==> src/rtl/cam_capture_rgb332_if.sv <==
// rtl/cam_capture_rgb332_if.sv - camera input pins and frame-buffer write port of the RGB332 capture block
interface cam_capture_rgb332_if #(
    parameter int AW = 17,
    parameter int DW = 8
);
    logic          CAM_pclk;
    logic          CAM_href;
    logic          CAM_vsync;
    logic [7:0]    CAM_px_data;
    logic [AW-1:0] DP_RAM_addr_in;
    logic [DW-1:0] DP_RAM_data_in;
    logic          DP_RAM_regW;
    logic          frame_done;
    logic          overflow;

    // capture block: samples the camera, drives the buffer write port
    modport master (
        input  CAM_pclk, CAM_href, CAM_vsync, CAM_px_data,
        output DP_RAM_addr_in, DP_RAM_data_in, DP_RAM_regW, frame_done, overflow
    );

    // camera model / buffer side
    modport slave (
        output CAM_pclk, CAM_href, CAM_vsync, CAM_px_data,
        input  DP_RAM_addr_in, DP_RAM_data_in, DP_RAM_regW, frame_done, overflow
    );
endinterface

==> src/rtl/cam_capture_rgb332.sv <==
// rtl/cam_capture_rgb332.sv - OV7670 RGB565 capture, converted to RGB332 and written to the frame buffer
module cam_capture_rgb332 #(
    parameter int CAM_SCREEN_X = 320,
    parameter int CAM_SCREEN_Y = 240,
    parameter int AW           = 17,
    parameter int DW           = 8
) (
    input  logic                  clk,
    input  logic                  rst,
    cam_capture_rgb332_if.master  bus
);
    localparam logic [AW-1:0] PIX_TOTAL = AW'(CAM_SCREEN_X * CAM_SCREEN_Y);

    localparam logic [1:0] WAIT_VS_HIGH = 2'd0;
    localparam logic [1:0] WAIT_VS_LOW  = 2'd1;
    localparam logic [1:0] BYTE1        = 2'd2;
    localparam logic [1:0] BYTE2        = 2'd3;

    // two-flop synchronisers plus a third flop on the edge-detected lines
    logic       pclk_s1, pclk_s2, pclk_s3;
    logic       href_s1, href_s2;
    logic       vsync_s1, vsync_s2, vsync_s3;
    logic [7:0] data_s1, data_s2;

    // decision stage: edges and the *_s2 values they belong to, held together
    logic       pclk_rise_q, href_q, vsync_q, vsync_rise_q, vsync_fall_q;
    logic [7:0] data_q;

    logic          pclk_rise, vsync_rise, vsync_fall;
    logic [1:0]    state;
    logic [AW-1:0] pix_cnt;
    logic [2:0]    r_q, g_hi_q;
    logic [DW-1:0] px_next;

    assign pclk_rise  = pclk_s2 & ~pclk_s3;
    assign vsync_rise = vsync_s2 & ~vsync_s3;
    assign vsync_fall = ~vsync_s2 & vsync_s3;

    // RGB332 = R[4:2], G[5:3], B[4:3] of the RGB565 pixel
    assign px_next = DW'({r_q, g_hi_q, data_q[4:3]});

    // bring the asynchronous camera signals into the clk domain
    always_ff @(posedge clk) begin
        if (rst) begin
            pclk_s1  <= 1'b0; pclk_s2  <= 1'b0; pclk_s3  <= 1'b0;
            href_s1  <= 1'b0; href_s2  <= 1'b0;
            vsync_s1 <= 1'b0; vsync_s2 <= 1'b0; vsync_s3 <= 1'b0;
            data_s1  <= 8'd0; data_s2  <= 8'd0;
        end else begin
            pclk_s1  <= bus.CAM_pclk;    pclk_s2  <= pclk_s1;  pclk_s3  <= pclk_s2;
            href_s1  <= bus.CAM_href;    href_s2  <= href_s1;
            vsync_s1 <= bus.CAM_vsync;   vsync_s2 <= vsync_s1; vsync_s3 <= vsync_s2;
            data_s1  <= bus.CAM_px_data; data_s2  <= data_s1;
        end
    end

    // register the edge pulses together with the sampled line/frame/data values
    always_ff @(posedge clk) begin
        if (rst) begin
            pclk_rise_q  <= 1'b0;
            href_q       <= 1'b0;
            vsync_q      <= 1'b0;
            vsync_rise_q <= 1'b0;
            vsync_fall_q <= 1'b0;
            data_q       <= 8'd0;
        end else begin
            pclk_rise_q  <= pclk_rise;
            href_q       <= href_s2;
            vsync_q      <= vsync_s2;
            vsync_rise_q <= vsync_rise;
            vsync_fall_q <= vsync_fall;
            data_q       <= data_s2;
        end
    end

    // frame/byte sequencing, pixel assembly and buffer write strobe
    always_ff @(posedge clk) begin
        if (rst) begin
            state              <= WAIT_VS_HIGH;
            pix_cnt            <= '0;
            r_q                <= 3'd0;
            g_hi_q             <= 3'd0;
            bus.DP_RAM_addr_in <= '0;
            bus.DP_RAM_data_in <= '0;
            bus.DP_RAM_regW    <= 1'b0;
            bus.frame_done     <= 1'b0;
            bus.overflow       <= 1'b0;
        end else begin
            bus.DP_RAM_regW <= 1'b0;
            bus.frame_done  <= 1'b0;
            case (state)
                // vsync must be seen high first so the first frame is never partial
                WAIT_VS_HIGH: begin
                    if (vsync_q) state <= WAIT_VS_LOW;
                end
                WAIT_VS_LOW: begin
                    if (vsync_fall_q) begin
                        state        <= BYTE1;
                        pix_cnt      <= '0;
                        bus.overflow <= 1'b0;
                    end
                end
                BYTE1, BYTE2: begin
                    if (vsync_rise_q) begin
                        // end of frame wins over a coincident pixel edge
                        bus.frame_done <= 1'b1;
                        state          <= WAIT_VS_LOW;
                    end else if (!href_q) begin
                        // line gap: drop any half pixel so lines start on a high byte
                        state <= BYTE1;
                    end else if (pclk_rise_q) begin
                        if (state == BYTE1) begin
                            r_q    <= data_q[7:5];
                            g_hi_q <= data_q[2:0];
                            state  <= BYTE2;
                        end else begin
                            state <= BYTE1;
                            if (pix_cnt == PIX_TOTAL) begin
                                bus.overflow <= 1'b1;
                            end else begin
                                bus.DP_RAM_data_in <= px_next;
                                bus.DP_RAM_addr_in <= pix_cnt;
                                bus.DP_RAM_regW    <= 1'b1;
                                pix_cnt            <= pix_cnt + 1'b1;
                            end
                        end
                    end
                end
                default: state <= WAIT_VS_HIGH;
            endcase
        end
    end
endmodule
==> src/flat_wrapper.sv <==
// flat-port wrapper written by rule: the top's interface ports become plain ports
module cam_capture_rgb332_flat 
#(
    parameter int CAM_SCREEN_X = 320,
    parameter int CAM_SCREEN_Y = 240,
    parameter int AW           = 17,
    parameter int DW           = 8
)
  (clk, rst, bus_CAM_pclk, bus_CAM_href, bus_CAM_vsync, bus_CAM_px_data, bus_DP_RAM_addr_in, bus_DP_RAM_data_in, bus_DP_RAM_regW, bus_frame_done, bus_overflow);
  cam_capture_rgb332_if #(.AW(AW), .DW(DW)) bus_i ();
  input  logic clk;
  input  logic rst;
  input wire logic [$bits(bus_i.CAM_pclk)-1:0] bus_CAM_pclk;
  input wire logic [$bits(bus_i.CAM_href)-1:0] bus_CAM_href;
  input wire logic [$bits(bus_i.CAM_vsync)-1:0] bus_CAM_vsync;
  input wire logic [$bits(bus_i.CAM_px_data)-1:0] bus_CAM_px_data;
  output wire logic [$bits(bus_i.DP_RAM_addr_in)-1:0] bus_DP_RAM_addr_in;
  output wire logic [$bits(bus_i.DP_RAM_data_in)-1:0] bus_DP_RAM_data_in;
  output wire logic [$bits(bus_i.DP_RAM_regW)-1:0] bus_DP_RAM_regW;
  output wire logic [$bits(bus_i.frame_done)-1:0] bus_frame_done;
  output wire logic [$bits(bus_i.overflow)-1:0] bus_overflow;
  assign bus_i.CAM_pclk = bus_CAM_pclk;
  assign bus_i.CAM_href = bus_CAM_href;
  assign bus_i.CAM_vsync = bus_CAM_vsync;
  assign bus_i.CAM_px_data = bus_CAM_px_data;
  assign bus_DP_RAM_addr_in = bus_i.DP_RAM_addr_in;
  assign bus_DP_RAM_data_in = bus_i.DP_RAM_data_in;
  assign bus_DP_RAM_regW = bus_i.DP_RAM_regW;
  assign bus_frame_done = bus_i.frame_done;
  assign bus_overflow = bus_i.overflow;
  cam_capture_rgb332 #(.CAM_SCREEN_X(CAM_SCREEN_X), .CAM_SCREEN_Y(CAM_SCREEN_Y), .AW(AW), .DW(DW)) u_core (.clk(clk), .rst(rst), .bus(bus_i));
endmodule
==> config.mk <==
export PLATFORM = sky130hd
export DESIGN_NAME = cam_capture_rgb332_flat
export DESIGN_NICKNAME = d
export VERILOG_FILES = /design/src/rtl/cam_capture_rgb332_if.sv /design/src/rtl/cam_capture_rgb332.sv /design/src/flat_wrapper.sv
export SDC_FILE = /design/constraint.sdc
export NUM_CORES = 1
export LEC_CHECK = 0
export CAP_MARGIN = 20
export CORE_MARGIN = 2
export CORE_UTILIZATION = 45
export DETAILED_ROUTE_END_ITERATION = 6
export PLACE_DENSITY = 0.7
export SYNTH_ARGS = -nofsm -noshare
export SYNTH_HDL_FRONTEND = slang
export SYNTH_SLANG_ARGS = --single-unit
==> constraint.sdc <==
create_clock -name clk -period 1.6 [get_ports clk]
set_input_delay 0.32 -clock clk [delete_from_list [all_inputs] [get_ports clk]]
set_output_delay 0.32 -clock clk [all_outputs]
set_load 0.01 [all_outputs]
* After elaboration in Yosys (flattened, before gate mapping)
Index checks and enable logic that the tools add are counted.
** Storage, ports and cells
- Bits in registers :: 89
- Latch bits :: 0
- Bits in writable memories :: 0
- Memory bits (read-only) :: 0
- Output and inout bits :: 28
- Logic and storage cells :: 83
- Memories :: 0
** Operators by class
- Add/subtract/negate cells :: 1
- Multipliers :: 0
- Div/mod/pow operators :: 0
- Order comparisons :: 0
- Equal/unequal tests :: 13
- Shift-type cells :: 0
- Multiplexer cells :: 23
- Bitwise logic cells :: 12
- Reductions and logical operators :: 10
** Operator list (number)
- two-way mux 17 bit :: 6
- one-hot mux 17 bit (2 select lines) :: 1
- adder 17 x 1 -> 17 bit, second input constant :: 1
- equality test 17 bit, second input constant :: 1
- AND reduction 7 bit :: 2
- two-way mux 2 bit :: 5
- != test 2 x 1 -> 1 bit, second input constant :: 5
- two-way mux 1 bit :: 9
- inverter 1 bit :: 9
- != test 2 bit, second input constant :: 3
- one-hot mux 2 bit (3 select lines) :: 1
- AND reduction 6 bit :: 1
- OR reduction 6 bit :: 1
- AND reduction 5 bit :: 1
- equality test 2 bit, second input constant :: 2
- != test 4 x 3 -> 1 bit, second input constant :: 1
- OR reduction 2 bit :: 2
- AND 1 bit :: 3
- AND reduction 3 bit :: 1
- equality test 2 x 1 -> 1 bit, second input constant :: 1
- logical NOT 2 bit :: 1
- one-hot mux 1 bit (2 select lines) :: 1
- nonzero test 2 bit :: 1

* Longest topological paths before layout
- Depth after elaboration :: 7
- Depth in mapped cells :: 10
- Depth with buffers taken out :: 7

* Least setup slack after synthesis
Ideal clock, no wire load.
- Path type :: register to register
- Start :: register u_core.pix_cnt[0]
- End :: register u_core.pix_cnt[2]
- Arrival time :: 1570 ps
- Slack :: -86 ps
- Stages on the path, launching flop included :: 10
- Buffers on the path :: 2
- Period minus slack after synthesis :: 1686 ps
- Cell sequence :: dfxtp_1 inv_1 ha_1 and4b_1 and4_1 buf_4 nor2_4 buf_6 a21oi_1 a31o_1
** On the way
- Longest elaborated chain between the ends :: 7
** Ends and longest elaborated chain
- from (decl) :: line cam_capture_rgb332.sv:31 : logic [AW-1:0] pix_cnt;
- from (signal assigned) :: line cam_capture_rgb332.sv:124 : pix_cnt <= pix_cnt + 1'b1;
- adder 17 x 1 -> 17 bit :: line cam_capture_rgb332.sv:124
- two-way mux 17 bit :: line cam_capture_rgb332.sv:118 : if (pix_cnt == PIX_TOTAL) begin
- two-way mux 17 bit :: line cam_capture_rgb332.sv:112 : if (state == BYTE1) begin
- two-way mux 17 bit :: line cam_capture_rgb332.sv:111 : end else if (pclk_rise_q) begin
- two-way mux 17 bit :: line cam_capture_rgb332.sv:108 : end else if (!href_q) begin
- two-way mux 17 bit :: line cam_capture_rgb332.sv:104 : if (vsync_rise_q) begin
- one-hot mux 17 bit (2 select lines) :: line cam_capture_rgb332.sv:91 : case (state)
Several ways; a longest one is shown, not always the timed one. The select of a mux whose other input is x is not followed.
A chain may end at the register's enable or synchronous reset.

* Final worst setup path
- Start :: register u_core.pix_cnt[0]
- End :: register u_core.bus.DP_RAM_addr_in[3]
** On the way
- Longest elaborated chain between the ends :: 3
** Ends and longest elaborated chain
- equality test 17 bit :: line cam_capture_rgb332.sv:118
- inverter 1 bit (no line)
- AND reduction 6 bit (no line)
- to (signal assigned) :: line cam_capture_rgb332.sv:122 : bus.DP_RAM_addr_in <= pix_cnt;
- to (decl) :: line cam_capture_rgb332_if.sv:19 : output DP_RAM_addr_in, DP_RAM_data_in, DP_RAM_regW, frame_done, overflow
No other way between the ends.

==> reports/results.txt <==
Period minus WS final: 1660 ps
Worst Hold Class: in2reg
Crit Reg-Reg Startpoint: u_core.pix_cnt[0]
Placed cell areas: 0.00397 sq mm
Post-synth cell types: 50
Max Cap Viol: 0
Reg clk slew, reported paths: 90 ps
Kind of critical path: reg2reg
Tightest Pin Transition: 570 ps
CTS buffer count: 9
Peak supply drop: 0.549 mV
Ys Warns: 0
Dpl hpwl: 4490 microns
Max incr delay on CP: 340 ps
Internal power: 3.07 mW
Sequential share of power: 57.5%
Clk root buf: clkbuf_8
Worst Setup SP: u_core.pix_cnt[0]
GRT Residual Overflow: 0
Clock tree sinks: 89
CP most frequent cell: buf_12
Layout Nets: 438
Hold-fix buffers at CTS: 0
Syn Nets: 362
Seq/Total Area, Yosys: 54.6%
Hold Path Origin: rst
CP Max Fanout: 7
Mapped Area: 0.00326 sq mm
Max-slew headroom: 62.0%
DR pass1 iterations: 4
WL/cell: 12.9 microns
Slowest cell on the critical path: dfxtp_2
Initial Utilization: 45.7%
Maximum level of the CTS H-tree: 3
Chip width: 89.1 microns
Initial DRC count: 117
PortBufs: 40
Vias in the first global route: 2402
Initial antenna violation count: 0
Crit share post-route: 104%
Gr usage total: 18.2%
RSZ-0062 raised after global routing: yes
Worst path cell trace: inv_2 > ha_2 > and4b_1 > and4_4 > buf_6 > nor2_4 > buf_12 > buf_12 > nand2_2 > a21oi_2
Clock power frac: 39.8%
Final Skew: 6.99 ps
Residual DRC count: 0
Arrival @ worst endpoint: 1950 ps
Seq cells post-synth: 89
Core area: 0.00714 sq mm
Final instance area: 0.00449 sq mm
Slew Limit Fails: 0
CP Launch Type: flop
Syn_area_per_cell: 9.40 sq um
Ant diodes: 0
Largest net degree at the start of global routing: 57
First-pass GRT wire length: 11100 microns
Commonest cells after routing, fill and taps aside: dfxtp_1, nand2_1, nor2b_1
Non-Filler Instances: 526
Final setup violation count: 29
R2R setup slack: -60 ps
Row cnt: 31
R2r endpoint: u_core.bus.DP_RAM_addr_in[3]
CP Capture Type: flop
Switch Pwr: 853 uW
Die Footprint: 0.00795 sq mm
R2R cell count: 10
Static leakage: 1.77 nW
Status: finished, violations left
Drt via density: 5.02
Fin worst setup slack: -64.8 ps
Footprint of the multi-input gates: 0.00150 sq mm
Crit path required time: 1880 ps
Sequential cell area: 0.00179 sq mm
Remaining antenna violation count: 0
Failing checks: setup timing
IO Pins: 41
Fmax: 601 MHz
Gpl congestion: 0.881
Combinational share of power: 2.6%
Die Height: 89.1 microns
Critical Path Sink: u_core.bus.DP_RAM_addr_in[3]
Area grow syn2layout: 37.8%
CTS tree: built
Routed wire length: 6790 microns
Sw Share: 21.7%
Leading cell type in the layout, fill and taps excluded: dfxtp_1
Worst skew pair latency: 350 ps
Post-route setup TNS: -1110 ps
Fin. Hold Viols: 0
Placed cells: 500
Via Count: 2641
Power Density: 873 mW/mm^2
Fraction of layout cells with a size suffix above 1: 26.2%
Fill count: 618
Mapped Cells: 347
Max Buffers Root-to-Sink: 2
-- worst min path at each step --
stage / slack, ps / cells past startpoint / to
floorplan: 370 / 1 / u_core.pclk_rise_q
global route: 400 / 3 / u_core.bus.frame_done
detailed placement: 390 / 1 / u_core.pclk_rise_q
CTS: 360 / 3 / u_core.bus.frame_done
global placement: 370 / 1 / u_core.pclk_rise_q
finish: 380 / 3 / u_core.bus.frame_done
-- registers in the layout (all words and copies together), names as in the netlist, 2 cells and up --
name / count
u_core.data_q: 8
u_core.pix_cnt: 17
u_core.bus.DP_RAM_addr_in: 17
u_core.r_q: 3
u_core.data_s2: 8
u_core.g_hi_q: 3
u_core.data_s1: 8
u_core.state: 2
u_core.bus.DP_RAM_data_in: 8
-- critical path, delay by kind of cell, from the launching register on --
kind / cells / cell delay (ps)
compound gates: 1 / 110
flops: 1 / 340
fa+ha+maj: 1 / 150
buf+inv: 4 / 420
simple gates: 4 / 570
-- kinds of logic (layout without fill, tap and decap cells) --
logic type,Yosys count,in the layout,synth area share (%)
simple gates,160,160,26.2
flops,89,89,54.6
compound gates,63,63,11.6
buf+inv,25,105,4.37
mux,7,7,2.15
fa+ha+maj,2,2,0.767
xor+xnor,1,1,0.269
-- layer usage --
layer | vias to the layer above | track usage [%] | share of wire, %
li1 | 1325 | - | -
met1 | 1219 | 21.7 | 44
met2 | 80 | 30.1 | 49
met3 | 17 | 5.17 | 4.6
met4 | 0 | 8.68 | 2.5
met5 | - | 0 | 0
-- power by group through the flow --
stage                     Combinational [mW]  Sequential [mW]  Clock (mW)
after floorplan                       0.0607             2.31           0
after global placement                0.0972             2.31           0
after detailed placement              0.0997             2.31           0
after CTS                              0.102             2.26        1.61
after global routing                   0.114             2.26        1.71
final                                  0.103             2.26        1.56
-- cell usage after synthesis, drive strengths merged --
library cell	n	area (sq um)
dfxtp	89	1780
mux2i	7	70.1
nor2	19	86.3
nand2	62	240
a21o	1	7.51
a31oi	7	43.8
a21oi	34	174
clkbuf	8	30.0
and3	1	6.26
a211oi	1	7.51
a311oi	1	8.76
o31ai	1	7.51
nor4b	2	30.0
and4	1	8.76
a31o	1	8.76
inv	5	18.8
and2	2	15.0
buf	12	93.8
nor2b	36	225
nor4	2	18.8
nand3b	3	22.5
ha	2	25.0
nor3b	1	7.51
xor2	1	8.76
o21ai	10	50.0
nand3	11	55.1
nand4	5	37.5
or2	1	6.26
and4b	2	23.8
a22oi	1	7.51
a22o	2	17.5
o31a	1	8.76
a41oi	1	8.76
or3	4	25.0
o41ai	1	16.3
nand2b	2	12.5
nor3	6	35.0
a21boi	1	11.3
-- through the flow --
stage,power [mW],setup slack [ps],hold WS [ps],utilization [%]
finish,3.92,-64.8,380,63.0
global placement,2.41,-62.5,373,55.6
detailed placement,2.41,-124,385,55.6
floorplan,2.37,-1.51,367,-
global route,4.09,-157,404,63.0
CTS,3.97,-94.9,362,61.0
-- what timing repair did --
| action | in CTS | in global routing |
|---|---|---|
| gates cloned | 1 | 0 |
| pin swaps | 17 | 17 |
| gates resized for setup | 15 | 41 |
| endpoints found under the setup margin | 41 | 46 |
| setup buffers | 8 | 2 |
-- layout make-up --
cell class,instances,area share [%]
Sequential cell,89,39.8
Multi-Input combinational cell,233,33.4
Timing Repair Buffer,85,19.2
Clock buffer,10,3.06
Tap cell,99,2.76
Clock inverter,5,1.42
Inverter,5,0.418
Note: power is estimated with default switching activity, not from simulation.
